### config.mk
export PLATFORM = sky130hd
export DESIGN_NAME = alu_issue_stage
export DESIGN_NICKNAME = d
export VERILOG_FILES = /design/src/rtl/alu_issue_stage.sv
export SDC_FILE = /design/constraint.sdc
export NUM_CORES = 1
export LEC_CHECK = 0
export BUFFER_PORTS_ARGS = -buffer_cell sky130_fd_sc_hd__buf_2
export CAP_MARGIN = 20
export CORE_MARGIN = 2
export CORE_UTILIZATION = 51
export DETAILED_ROUTE_END_ITERATION = 16
export PLACE_DENSITY = 0.84
export SETUP_SLACK_MARGIN = 0.02
export SYNTH_ARGS = -nofsm -noshare
export SYNTH_HDL_FRONTEND = slang
export SYNTH_SLANG_ARGS = --single-unit
### constraint.sdc
create_clock -name clk -period 3.6 [get_ports clk]
set_input_delay 0.72 -clock clk [delete_from_list [all_inputs] [get_ports clk]]
set_output_delay 0.72 -clock clk [all_outputs]
set_load 0.03 [all_outputs]
### src/rtl/alu_issue_stage.sv
// Issue stage between decode and the execute ALU: registers the Signal/dataA/dataB
// bundle, holds HI/LO consumers behind an in-flight MULTU and counts stall cycles.
module alu_issue_stage #(
   parameter int unsigned   MUL_CYCLES = 32,
   parameter logic [5:0]    NOP_CODE   = 6'h3F
) (
   input  logic        clk,
   input  logic        rst,
   input  logic        id_valid,
   output logic        id_ready,
   input  logic [5:0]  id_funct,
   input  logic [31:0] id_rs_data,
   input  logic [31:0] id_rt_data,
   input  logic [4:0]  id_shamt,
   input  logic        ex_stall,
   output logic [5:0]  Signal,
   output logic [31:0] dataA,
   output logic [31:0] dataB,
   output logic        ex_valid,
   output logic        mul_busy,
   output logic        illegal_op,
   output logic [15:0] stall_cycles
);

   localparam int unsigned CNT_W = $clog2(MUL_CYCLES + 1);

   localparam logic [5:0] F_SLL   = 6'd0;
   localparam logic [5:0] F_MFHI  = 6'd16;
   localparam logic [5:0] F_MFLO  = 6'd18;
   localparam logic [5:0] F_MULTU = 6'd25;

   logic [CNT_W-1:0] busyCnt_r;
   logic [5:0]       signal_r;
   logic [31:0]      dataA_r;
   logic [31:0]      dataB_r;
   logic             exValid_r;
   logic             illegal_r;
   logic [15:0]      stallCnt_r;

   logic             hazard_s;
   logic             ready_s;
   logic             transfer_s;
   logic             supported_s;
   logic [31:0]      nextA_s;
   logic [31:0]      nextB_s;

   // HI/LO readers and a second MULTU must wait for the multiplier to drain.
   function automatic logic usesHiLo(input logic [5:0] funct);
      usesHiLo = (funct == F_MFHI) || (funct == F_MFLO) || (funct == F_MULTU);
   endfunction

   // Hazard detection and the combinational accept handshake.
   always_comb begin
      hazard_s   = (busyCnt_r != {CNT_W{1'b0}}) && usesHiLo(id_funct);
      ready_s    = !rst && !ex_stall && !hazard_s;
      transfer_s = id_valid && ready_s;
   end

   // Funct decode and operand mapping for the bundle loaded on transfer.
   always_comb begin
      supported_s = 1'b1;
      nextA_s     = 32'd0;
      nextB_s     = 32'd0;
      case (id_funct)
         6'd32, 6'd34, 6'd36, 6'd37, 6'd42, F_MULTU: begin
            nextA_s = id_rs_data;
            nextB_s = id_rt_data;
         end
         F_SLL: begin
            nextA_s = id_rt_data;
            nextB_s = {27'd0, id_shamt};
         end
         F_MFHI, F_MFLO: begin
            nextA_s = 32'd0;
            nextB_s = 32'd0;
         end
         default: supported_s = 1'b0;
      endcase
   end

   // Output bundle: load on transfer, bubble when idle or hazarded, hold on ex_stall.
   always_ff @(posedge clk) begin
      if (rst) begin
         signal_r  <= NOP_CODE;
         dataA_r   <= 32'd0;
         dataB_r   <= 32'd0;
         exValid_r <= 1'b0;
      end else if (ex_stall) begin
         signal_r  <= signal_r;
         dataA_r   <= dataA_r;
         dataB_r   <= dataB_r;
         exValid_r <= exValid_r;
      end else if (transfer_s && supported_s) begin
         signal_r  <= id_funct;
         dataA_r   <= nextA_s;
         dataB_r   <= nextB_s;
         exValid_r <= 1'b1;
      end else begin
         signal_r  <= NOP_CODE;
         dataA_r   <= 32'd0;
         dataB_r   <= 32'd0;
         exValid_r <= 1'b0;
      end
   end

   // Illegal-op pulse: refreshed every edge so it lasts exactly one cycle.
   always_ff @(posedge clk) begin
      if (rst) begin
         illegal_r <= 1'b0;
      end else begin
         illegal_r <= transfer_s && !supported_s;
      end
   end

   // Multiplier occupancy; keeps counting down through ex_stall since the multiplier runs freely.
   always_ff @(posedge clk) begin
      if (rst) begin
         busyCnt_r <= {CNT_W{1'b0}};
      end else if (transfer_s && (id_funct == F_MULTU)) begin
         busyCnt_r <= CNT_W'(MUL_CYCLES);
      end else if (busyCnt_r != {CNT_W{1'b0}}) begin
         busyCnt_r <= busyCnt_r - CNT_W'(1);
      end else begin
         busyCnt_r <= busyCnt_r;
      end
   end

   // Saturating count of cycles where decode offered an op that was refused.
   always_ff @(posedge clk) begin
      if (rst) begin
         stallCnt_r <= 16'd0;
      end else if (id_valid && !ready_s && (stallCnt_r != 16'hFFFF)) begin
         stallCnt_r <= stallCnt_r + 16'd1;
      end else begin
         stallCnt_r <= stallCnt_r;
      end
   end

   assign id_ready     = ready_s;
   assign Signal       = signal_r;
   assign dataA        = dataA_r;
   assign dataB        = dataB_r;
   assign ex_valid     = exValid_r;
   assign mul_busy     = (busyCnt_r != {CNT_W{1'b0}});
   assign illegal_op   = illegal_r;
   assign stall_cycles = stallCnt_r;

endmodule
==> impl_results.md, run 1 <==
* Crit path max-delay family: simple AND/OR/NAND/NOR gates
* FF/Latch Area at 1880 sq um
* CTS Buffer Depth at 2
* NetSw at 0.640 mW
* Die height at 92.7 um
* Die X at 92.7 um
* Startpoint types: register
* Met1 Track Usage GR at 0.344
* Clock insertion delay at the later pin of the skew report at 0.34 ns
* Power Internal at around 1.5 mW
* PwrDens at approximately 420 nW/um^2
* Yosys warnings at 0
* CTS resizes at 0
* FFs w/ async S/R, synth at 0
* Hold Fails Final Rpt at 0
* Antenna viol nets, final at 0
* Critical path's slowest cell: dfxtp_1
* CP Capture Type: output port
* Syn Std Cell Area at roughly 4000 sq um
* GR peak layer: met2
* HPWL reported at the end of detailed placement at 8230 um
* Starting Density at 0.522
* Core ar. at 7690 sq um
* Clock sink count at 94
* Final setup skew at around 0.0086 ns
* Worst VDD drop at 0.268 mV
* Switching share of power at 0.297
* Root Driver: clkbuf_8
* Post CTS Setup Buffer Count at 0
* Final worst path period share at 0.714
* Clock-pin slew on the worst setup and hold paths at 0.10 ns
* Final nets at 632
* Cts hold-fix bufs at 0
* Layout area overhead at 26.5%
* Logic pwr share at 0.174
* Placer Congestion at 0.872
* RSZ-0062 raised after global routing: no
* Vias per inst at 6.14
* Vias in the first global route at 3827
* Worst slew pin tran at 0.584 ns
* Worst hold path class: reg -> reg
* Sequential area share after synthesis at 0.469
* Routed via count at ~4.0k
* Crit-path cells: inv_1, ha_1, nor4b_2, and2b_1, inv_2, buf_2
* CP peak stage delay at 0.35 ns
* Remaining DRCs at 0
* Max Cap Viol at 0
* Iteration-0 DRC Markers at 260
* GR Util met2 at 0.445
* First-pass GRT wire length at 18300 um
* IO Pins at 169
* Synthesized Nets at between 400 and 500
* Critical path peak fanout at 6
* Share of layout cells above drive strength 1 at 0.373
* Total GRT Usage at 0.265
* Mapped Cells at 399
* EDFF count, synth at 0
* H-tree levels at 3
* WL/cell at 17.8 um
* Final Max Slew Viols at 0
* Post-layout util at 0.660
* # setup viols final at 0
* Critical path required time at 2.88 ns
* N_diodes at 0
* Placed Instances at 640
* Lkg Pwr at 2.14 nW
* Post-Route WL at approximately 12000 um
* Status: complete, no violations
* Clock period minus final worst setup slack at 2.57 ns
* Peak Freq at 389 MHz
* CP arrival at 1.85 ns
* GR Overflow Total at 0
* Relative slew slack at 0.611
* Drt first pass iters at 7
* Setup TNS at 0 ns
* Cell Rows at 32
* Final non-filler cell total at 657
* Flop pwr share at 0.513
* Avg Cell Area, Syn at slightly above 10 sq um
* Clock share of power at 0.313
* Top FF cell, synth: dfxtp_1
* TritonCTS clock tree: done
* Port Buffer Count at about 170
* Kind of critical path: reg -> out
* Met3 GRT Util at 0.0488
* Largest net degree at the start of global routing at 57
* Initial antenna violation count at 0
* Area taken by multi-input logic gates at ~1900 sq um
* Post-synth cell types at 56
* Full die area at 8590 sq um
* TritonCTS buffer count at 9
* FILL cells at 665
* Post-synthesis register bit count at 94
* Crit path buffers/inverters at 3
[sequential cells by signal, indices dropped and copies added, names as in the netlist]
name	cells
ex_valid	1
Signal	6
illegal_op	1
busyCnt_r	6
dataB	32
stall_cycles	16
dataA	32
[final cells by class]
cell class,count,area share
timing repair buffer,177,0.180
clock inverter,5,0.00789
inverter,8,0.00592
tap,102,0.0251
sequential,94,0.371
clock buffer,11,0.0298
multi-input combinational,260,0.380
[metrics by stage]
stage / instance area (sq um) / hold slack (ns) / setup WS [ns] / total power, mW
4_1_cts: 5060 / 0.472 / 0.994 / 2.16
6_report: 5070 / 0.468 / 1.03 / 2.16
5_1_grt: 5070 / 0.488 / 0.946 / 2.25
3_5_place_dp: 4870 / 0.448 / 0.797 / 1.50
2_1_floorplan: 4010 / 0.493 / 1.18 / 1.39
3_3_place_gp: 4870 / 0.444 / 0.863 / 1.49
[power by group through the flow]
stage / clock network, mW / logic, mW / registers (mW)
detailed placement: 0 / 0.372 / 1.13
CTS: 0.684 / 0.373 / 1.11
finish: 0.675 / 0.375 / 1.11
global placement: 0 / 0.363 / 1.13
global route: 0.723 / 0.412 / 1.11
floorplan: 0 / 0.251 / 1.14
[path summary, 6_finish.rpt]
check                                                from                      to  slack [ns]  cells past startpoint
worst max-delay path            busyCnt_r[0]$_SDFFE_PP0P_                mul_busy        1.03                      6
worst min register to register     dataB[29]$_SDFFE_PP0N_  dataB[29]$_SDFFE_PP0N_        0.47                      1
worst max register to register  busyCnt_r[0]$_SDFFE_PP0P_  dataB[15]$_SDFFE_PP0N_        1.15                      9
worst min-delay path               dataB[29]$_SDFFE_PP0N_  dataB[29]$_SDFFE_PP0N_        0.47                      1
[cells by family (layout without fill, tap and decap cells)]
| kind of cell | count (synthesis) | after routing | share of synthesized area |
|---|---|---|---|
| flip-flops | 94 | 94 | 0.469 |
| AO/OA/AOI/OAI | 136 | 136 | 0.284 |
| multiplexers | 3 | 3 | 0.00811 |
| buffers and inverters | 45 | 201 | 0.0521 |
| XOR/XNOR | 4 | 4 | 0.00874 |
| AND/OR/NAND/NOR | 114 | 114 | 0.168 |
| adder cells (fa/ha/maj) | 3 | 3 | 0.00936 |
[per-layer routing]
metal | vias up | part of all wire
li1 | 1887 | -
met1 | 1915 | 0.42
met2 | 217 | 0.49
met3 | 17 | 0.077
met4 | 0 | 0.017
met5 | - | 0
[synthesized netlist by cell type, types with 2 or more instances]
cell type,n,area [sq um]
or4_1,8,60.1
xor2_1,2,17.5
buf_6,3,33.8
and2b_1,2,15.0
nand4_1,3,18.8
a211oi_1,21,158
nand3_1,7,35.0
a222oi_1,20,200
nor4_1,4,25.0
buf_4,3,22.5
nor2_1,12,45.0
inv_1,6,22.5
nor3_1,6,30.0
nor2b_1,2,12.5
o32a_1,6,60.1
o21ai_0,9,45.0
nor3b_1,18,135
and4_1,3,26.3
dfxtp_1,94,1880
or3_1,5,31.3
clkbuf_1,26,97.6
a32o_1,17,170
xnor2_1,2,17.5
nand3b_1,2,15.0
and3_1,2,12.5
or3b_2,3,26.3
mux2_2,2,22.5
nand2_1,28,105
a221o_1,17,170
o31ai_1,7,52.6
a22o_1,10,87.6
buf_2,5,25.0
and2_1,2,12.5
a21oi_1,16,80.1
ha_1,3,37.5
o2111ai_1,2,17.5
o31a_1,2,17.5
[placed cells by master, fill, tap and decap left out, types with 7 or more instances in the layout]
cell	synthesis	layout
nand2_1	28	28
a222oi_1	20	20
clkbuf_8	0	11
buf_2	5	168
or4_1	8	8
dfxtp_1	94	94
a22o_1	10	10
o21ai_0	9	8
a221o_1	17	17
a211oi_1	21	21
a21oi_1	16	16
nand3_1	7	7
buf_4	3	8
nor2_1	12	11
a32o_1	17	17
nor3b_1	18	18
o31ai_1	7	7
[worst reg2reg max path, cell delays in order (launching register included)]
cell and delay (ns):
dfxtp_1 0.35, inv_1 0.09, ha_1 0.14, nor4b_2 0.32
and2b_1 0.32, inv_2 0.11, a41oi_1 0.38, and2_1 0.21
buf_4 0.27, a32o_1 0.22
(Power assumes the default switching activity.)
==> inputs of run 2 (changes only) <==
- CORE_UTILIZATION: 51 -> 48
- PLACE_DENSITY: 0.84 -> 0.8
- clock period: 3.6 -> 2.5 ns (I/O delays scaled with it)
==> run 2 against run 1 <==
Against the previous run:
- critical path depth stayed put
- via count fell by 2.5%
- cell count grew 1.1%
- global-route usage down 2.1 points
- first-iteration DRC count is 7.7% higher
- sequential cell count is the same
- worst hold slack got worse by 0.11 ns
- design area up 0.91%
- clock power increased by 42%
- die area rose by 6.0%
- clock skew up 0.0062 ns
- largest cell class unchanged
- largest power group unchanged
- highest routed layer unchanged
==> impl_results.md, run 2 (same netlist as run 1, synthesis figures left out) <==
* Status: complete, no violations (unchanged)
* Worst slew pin tran at 1.03 ns (was 0.584 ns)
* Crit path buffers/inverters at 3 (unchanged)
* Hold Fails Final Rpt at 0 (unchanged)
* FF/Latch Area at 1880 sq um (unchanged)
* WL/cell at 16.9 um (was 17.8 um)
* H-tree levels at 3 (unchanged)
* Worst R2R Setup Slack at 0.27 ns (was 1.15 ns)
* WHS Path Cells at 2 (was 1)
* Port Buffer Count at 168 (unchanged)
* TritonCTS clock tree: done (unchanged)
* Full die area at 9100 sq um (was 8590 sq um)
* Total GRT Usage at 0.244 (was 0.265)
* Root Driver: clkbuf_8 (unchanged)
* Fin Hold WS at 0.354 ns (was 0.468 ns)
* Relative slew slack at 0.314 (was 0.611)
* CP peak stage delay at 0.36 ns (was 0.35 ns)
* IO Pins at 169 (unchanged)
* Vias in the first global route at 3626 (was 3827)
* Placed Instances at 648 (was 640)
* Vias per inst at 5.93 (was 6.14)
* Peak Freq at roughly 440 MHz
* Cts hold-fix bufs at 0 (unchanged)
* Final Power at 3.12 mW (was 2.16 mW)
* Critical path required time at 2.00 ns (was 2.88 ns)
* Placer Congestion at 0.836 (was 0.872)
* Post CTS Setup Buffer Count at 0 (unchanged)
* # setup viols final at 0 (unchanged)
* Worst Reg2Reg Path Length in Cells at 9 (unchanged)
* Iteration-0 DRC Markers at 280 (was 260)
* Die height at 95.4 um (was 92.7 um)
* Critical path peak fanout at 6 (unchanged)
* Layout area overhead at 27.7% (was 26.5%)
* Worst flop-to-flop path startpoint: busyCnt_r[0]$_SDFFE_PP0P_ (unchanged)
* Antenna viol nets, final at 0 (unchanged)
* Post-Route WL at 11200 um (was 11700 um)
* Crit path max-delay family: simple AND/OR/NAND/NOR gates (unchanged)
* Worst reg2reg endpoint: dataB[30]$_SDFFE_PP0N_ (was dataB[15]$_SDFFE_PP0N_)
* Post-layout util at 0.626 (was 0.660)
* RSZ-0062 raised after global routing: no (unchanged)
* Core ar. at 8180 sq um (was 7690 sq um)
* Cell Rows at 33 (was 32)
* FILL cells at 734 (was 665)
* Hold Path Origin: id_rs_data[25] (was dataB[29]$_SDFFE_PP0N_)
* TritonCTS buffer count at 9 (unchanged)
* Worst hold path class: in -> reg (was reg -> reg)
* PwrDens at 609 nW/um^2 (was 425 nW/um^2)
* N_diodes at 0 (unchanged)
* Max Cap Viol at 0 (unchanged)
* Final setup skew at 0.0148 ns (was 0.00863 ns)
* First-pass GRT wire length at 17500 um (was 18300 um)
* Worst VDD drop at 0.257 mV (was 0.268 mV)
* Final Max Slew Viols at 0 (unchanged)
* Remaining DRCs at 0 (unchanged)
* Drt first pass iters at 5 (was 7)
* Clock-pin slew on the worst setup and hold paths at 0.11 ns (was 0.10 ns)
* Kind of critical path: reg -> out (unchanged)
* Startpoint types: register (unchanged)
* Final worst path period share at 0.904
* Share of layout cells above drive strength 1 at 0.377 (was 0.373)
* Routed via count at 3935 (was 4036)
* Die X at 95.4 um (was 92.7 um)
* Starting Density at 0.491 (was 0.522)
* CP arrival at 1.76 ns (was 1.85 ns)
* Final non-filler cell total at 664 (was 657)
* Clock insertion delay at the later pin of the skew report at 0.36 ns (was 0.34 ns)
* GR Overflow Total at 0 (unchanged)
* Setup TNS at 0 ns (unchanged)
* Area taken by multi-input logic gates at 1940 sq um (was 1930 sq um)
* Initial antenna violation count at 0 (unchanged)
* Clock period minus final worst setup slack at around 2.3 ns
* CTS Buffer Depth at 2 (unchanged)
* Lkg Pwr at 2.15 nW (was 2.14 nW)
* Clock sink count at 94 (unchanged)
* Crit-path cells: inv_1, ha_1, nor4b_2, and2b_1, inv_2, buf_2 (unchanged)
* HPWL reported at the end of detailed placement at 7950 um (was 8230 um)
* Commonest non-fill, non-tap cell in the layout: buf_2 (unchanged)
* Largest net degree at the start of global routing at 45 (was 57)
* CP Capture Type: output port (unchanged)
* WHS Endpoint: dataA[25]$_SDFFE_PP0N_ (was dataB[29]$_SDFFE_PP0N_)
* Final nets at 636 (was 632)
* Most frequent cells in the layout: buf_2, dfxtp_1, nand2_1, a211oi_1, a222oi_1 (unchanged)
* Critical path's slowest cell: nor4b_2 (was dfxtp_1)
## run 2: cell types whose count changed in the layout (fill, tap and decap cells not counted), sizes merged
cell,before,now
buf,177,181
clkinv,1,2
inv,9,8
## run 2: final cells by class
cell class | count | area share
sequential | 94 | 0.367
clock buffer | 11 | 0.0276
inverter | 8 | 0.00586
tap | 105 | 0.0257
clock inverter | 5 | 0.00831
timing repair buffer | 181 | 0.186
multi-input combinational | 260 | 0.379
## run 2: power breakdown
part / internal (mW) / switching [mW]
Combinational: 0.234 / 0.334
Clock: 0.399 / 0.560
Sequential: 1.55 / 0.0471
## run 2: layer usage
metal | global-route usage | part of all wire | up-vias | wire, um
met2 | 0.399 | 0.48 | 138 | 5380
li1 | - | - | 1904 | -
met4 | 0.0845 | 0.019 | 0 | 209
met3 | 0.0593 | 0.068 | 17 | 760
met1 | 0.315 | 0.44 | 1876 | 4890
met5 | 0 | 0 | - | 0
## run 2: worst max path at each step
stage,startpoint,slack [ns],depth (start not counted),end
after CTS,busyCnt_r[0]$_SDFFE_PP0P_,0.19,8,dataA[12]$_SDFFE_PP0N_
after detailed placement,id_funct[4],0.16,7,stall_cycles[5]$_SDFFE_PP0P_
after floorplan,busyCnt_r[0]$_SDFFE_PP0P_,0.27,10,dataA[21]$_SDFFE_PP0N_
after global routing,busyCnt_r[0]$_SDFFE_PP0P_,0.12,6,mul_busy
after global placement,id_funct[4],0.21,7,stall_cycles[5]$_SDFFE_PP0P_
final,busyCnt_r[0]$_SDFFE_PP0P_,0.24,6,mul_busy
## run 2: what timing repair did
action	CTS	global route
hold endpoints to repair	0	0
resized for setup	0	2
endpoints found under the setup margin	0	26
## run 2: metrics by stage
step                      setup slack (ns)  cell area [sq um]
after floorplan                      0.267               4010
after global placement               0.205               4920
after detailed placement             0.159               4920
after CTS                            0.192               5110
after global routing                 0.118               5120
final                                0.239               5120
==> inputs of run 3 (changes only) <==
- CORE_MARGIN: 2 -> unset
- SETUP_SLACK_MARGIN: 0.02 -> unset
==> run 3 against run 2 <==
Against the previous run:
- register-to-register slack about the same
- sequential cell count unchanged
- setup slack improved by 0.035 ns
- critical endpoint is now dataB[16]$_SDFFE_PP0N_
- largest cell class unchanged
==> impl_results.md, run 3 (same netlist as run 1, synthesis figures left out) <==
* Worst flop-to-flop path startpoint: busyCnt_r[0]$_SDFFE_PP0P_ (unchanged)
* TritonCTS clock tree: done (unchanged)
* Met3 GRT Util at 0.0504 (was 0.0593)
* CP Capture Type: register (was output port)
* Crit path buffers/inverters at 3 (unchanged)
* Worst hold path class: in -> reg (unchanged)
* Clock period minus final worst setup slack at 2.23 ns (was 2.26 ns)
* Setup crit start: busyCnt_r[0]$_SDFFE_PP0P_ (unchanged)
* Critical path's slowest cell: dfxtp_1 (was nor4b_2)
* Most frequent cells in the layout: buf_2, dfxtp_1, nand2_1, a211oi_1, a222oi_1 (unchanged)
* Full die area at 8730 sq um (was 9100 sq um)
* Drt first pass iters at 9 (was 5)
* Fin Hold WS at 0.363 ns (was 0.354 ns)
* Worst slew pin tran at 0.998 ns (was 1.03 ns)
* TritonCTS buffer count at 9 (unchanged)
* Relative slew slack at 0.333 (was 0.314)
* Antenna viol nets, final at 0 (unchanged)
* Cell Rows at 32 (was 33)
* Port Buffer Count at 168 (unchanged)
* FF/Latch Area at 1880 sq um (unchanged)
* Peak Freq at 449 MHz (was 442 MHz)
* Final worst path period share at 0.890 (was 0.904)
* Starting Density at 0.509 (was 0.491)
* Final setup skew at 0.0137 ns (was 0.0148 ns)
* Cts hold-fix bufs at 0 (unchanged)
* Root Driver: clkbuf_8 (unchanged)
* FILL cells at 636 (was 734)
* Clock sink count at 94 (unchanged)
* Crit path max-delay family: simple AND/OR/NAND/NOR gates (unchanged)
* Lkg Pwr at 2.20 nW (was 2.15 nW)
* Critical path peak fanout at 21 (was 6)
* Largest net degree at the start of global routing at 45 (unchanged)
* Vias per inst at 6.04 (was 5.93)
* RSZ-0062 raised after global routing: no (unchanged)
* GR Overflow Total at 0 (unchanged)
* CTS Buffer Depth at 2 (unchanged)
* Final Max Slew Viols at 0 (unchanged)
* CP arrival at 2.52 ns (was 1.76 ns)
* Area taken by multi-input logic gates at 1930 sq um (was 1940 sq um)
* Met1 Track Usage GR at 0.331 (was 0.315)
* Startpoint types: register (unchanged)
* First-pass GRT wire length at 18100 um (was 17500 um)
* Placer Congestion at 0.851 (was 0.836)
* Die X at 93.4 um (was 95.4 um)
* Remaining DRCs at 0 (unchanged)
* Core ar. at 7890 sq um (was 8180 sq um)
* Clock-pin slew on the worst setup and hold paths at 0.10 ns (was 0.11 ns)
* IO Pins at 169 (unchanged)
* Max Cap Viol at 0 (unchanged)
* Die height at 93.4 um (was 95.4 um)
* PwrDens at 622 nW/um^2 (was 609 nW/um^2)
* CTS resizes at 0 (unchanged)
* CP peak stage delay at 0.34 ns (was 0.36 ns)
* Critical path required time at 2.79 ns (was 2.00 ns)
* GR Util met2 at 0.438 (was 0.399)
* Share of layout cells above drive strength 1 at 0.382 (was 0.377)
* Routed via count at 4023 (was 3935)
* Crit-path cells: inv_1, ha_1, nor4b_2, and2b_1, inv_2, a41oi_1, and2_1, buf_12, a32o_1 (was inv_1, ha_1, nor4b_2, and2b_1, inv_2, buf_2)
* Hold Fails Final Rpt at 0 (unchanged)
* Total GRT Usage at 0.261 (was 0.244)
* Final nets at 640 (was 636)
* Worst VDD drop at 0.299 mV (was 0.257 mV)
* HPWL reported at the end of detailed placement at 8250 um (was 7950 um)
* Hold Path Origin: id_rs_data[25] (unchanged)
* H-tree levels at 3 (unchanged)
* GR peak layer: met2 (unchanged)
* Status: complete, no violations (unchanged)
* Post-Route WL at 11500 um (was 11200 um)
* Kind of critical path: reg -> reg (was reg -> out)
* Clock insertion delay at the later pin of the skew report at 0.35 ns (was 0.36 ns)
* WL/cell at 17.2 um (was 16.9 um)
* Vias in the first global route at 3719 (was 3626)
* Setup TNS at 0 ns (unchanged)
* Layout area overhead at 29.4% (was 27.7%)
* Iteration-0 DRC Markers at 275 (was 280)
* Initial antenna violation count at 0 (unchanged)
* Post CTS Setup Buffer Count at 0 (unchanged)
* # setup viols final at 0 (unchanged)
* Commonest non-fill, non-tap cell in the layout: buf_2 (unchanged)
==> run 3: changes by cell type in the layout (fill, tap and decap cells not counted), sizes merged <==
cell,delta
buf,+4
clkinvlp,-2
bufinv,+1
diode,+1
inv,+1
==> run 3: power breakdown <==
part	switching (mW)	internal [mW]	total, mW
logic	0.323	0.241	0.564
registers	0.0480	1.55	1.59
clock network	0.545	0.527	1.07
==> run 3: path summary, 6_finish.rpt <==
| check | slack [ns] | endpoint | depth (start not counted) |
|---|---|---|---|
| worst max-delay path | 0.27 | dataB[16]$_SDFFE_PP0N_ | 9 |
| worst min-delay path | 0.36 | dataA[25]$_SDFFE_PP0N_ | 2 |
| worst max register to register | 0.27 | dataB[16]$_SDFFE_PP0N_ | 9 |
| worst min register to register | 0.47 | dataB[28]$_SDFFE_PP0N_ | 1 |
==> run 3: through the flow <==
stage	util	total power, mW	cell area, sq um	setup WS [ns]	std cells
after CTS	0.658	3.25	5190	0.236	665
final	0.658	3.23	5190	0.274	666
after global routing	0.658	3.37	5190	0.0475	665
after detailed placement	0.631	2.19	4970	0.202	649
after global placement	0.631	2.18	4970	0.244	649
after floorplan	-	2.00	4010	0.267	399
==> run 3: layout make-up <==
cell class                      instances  share of cell area
Tap cell                              102              0.0246
Clock inverter                          5              0.0123
Timing Repair Buffer                  185               0.194
Sequential cell                        94               0.362
Multi-Input combinational cell        260               0.371
Antenna cell                            1            0.000482
Inverter                                8             0.00578
Clock buffer                           11              0.0292
==> run 3: per-layer routing <==
| metal | wire length, um | vias to the layer above |
|---|---|---|
| li1 | - | 1909 |
| met1 | 4820 | 1937 |
| met2 | 5650 | 161 |
| met3 | 777 | 16 |
| met4 | 231 | 0 |
| met5 | 0 | - |
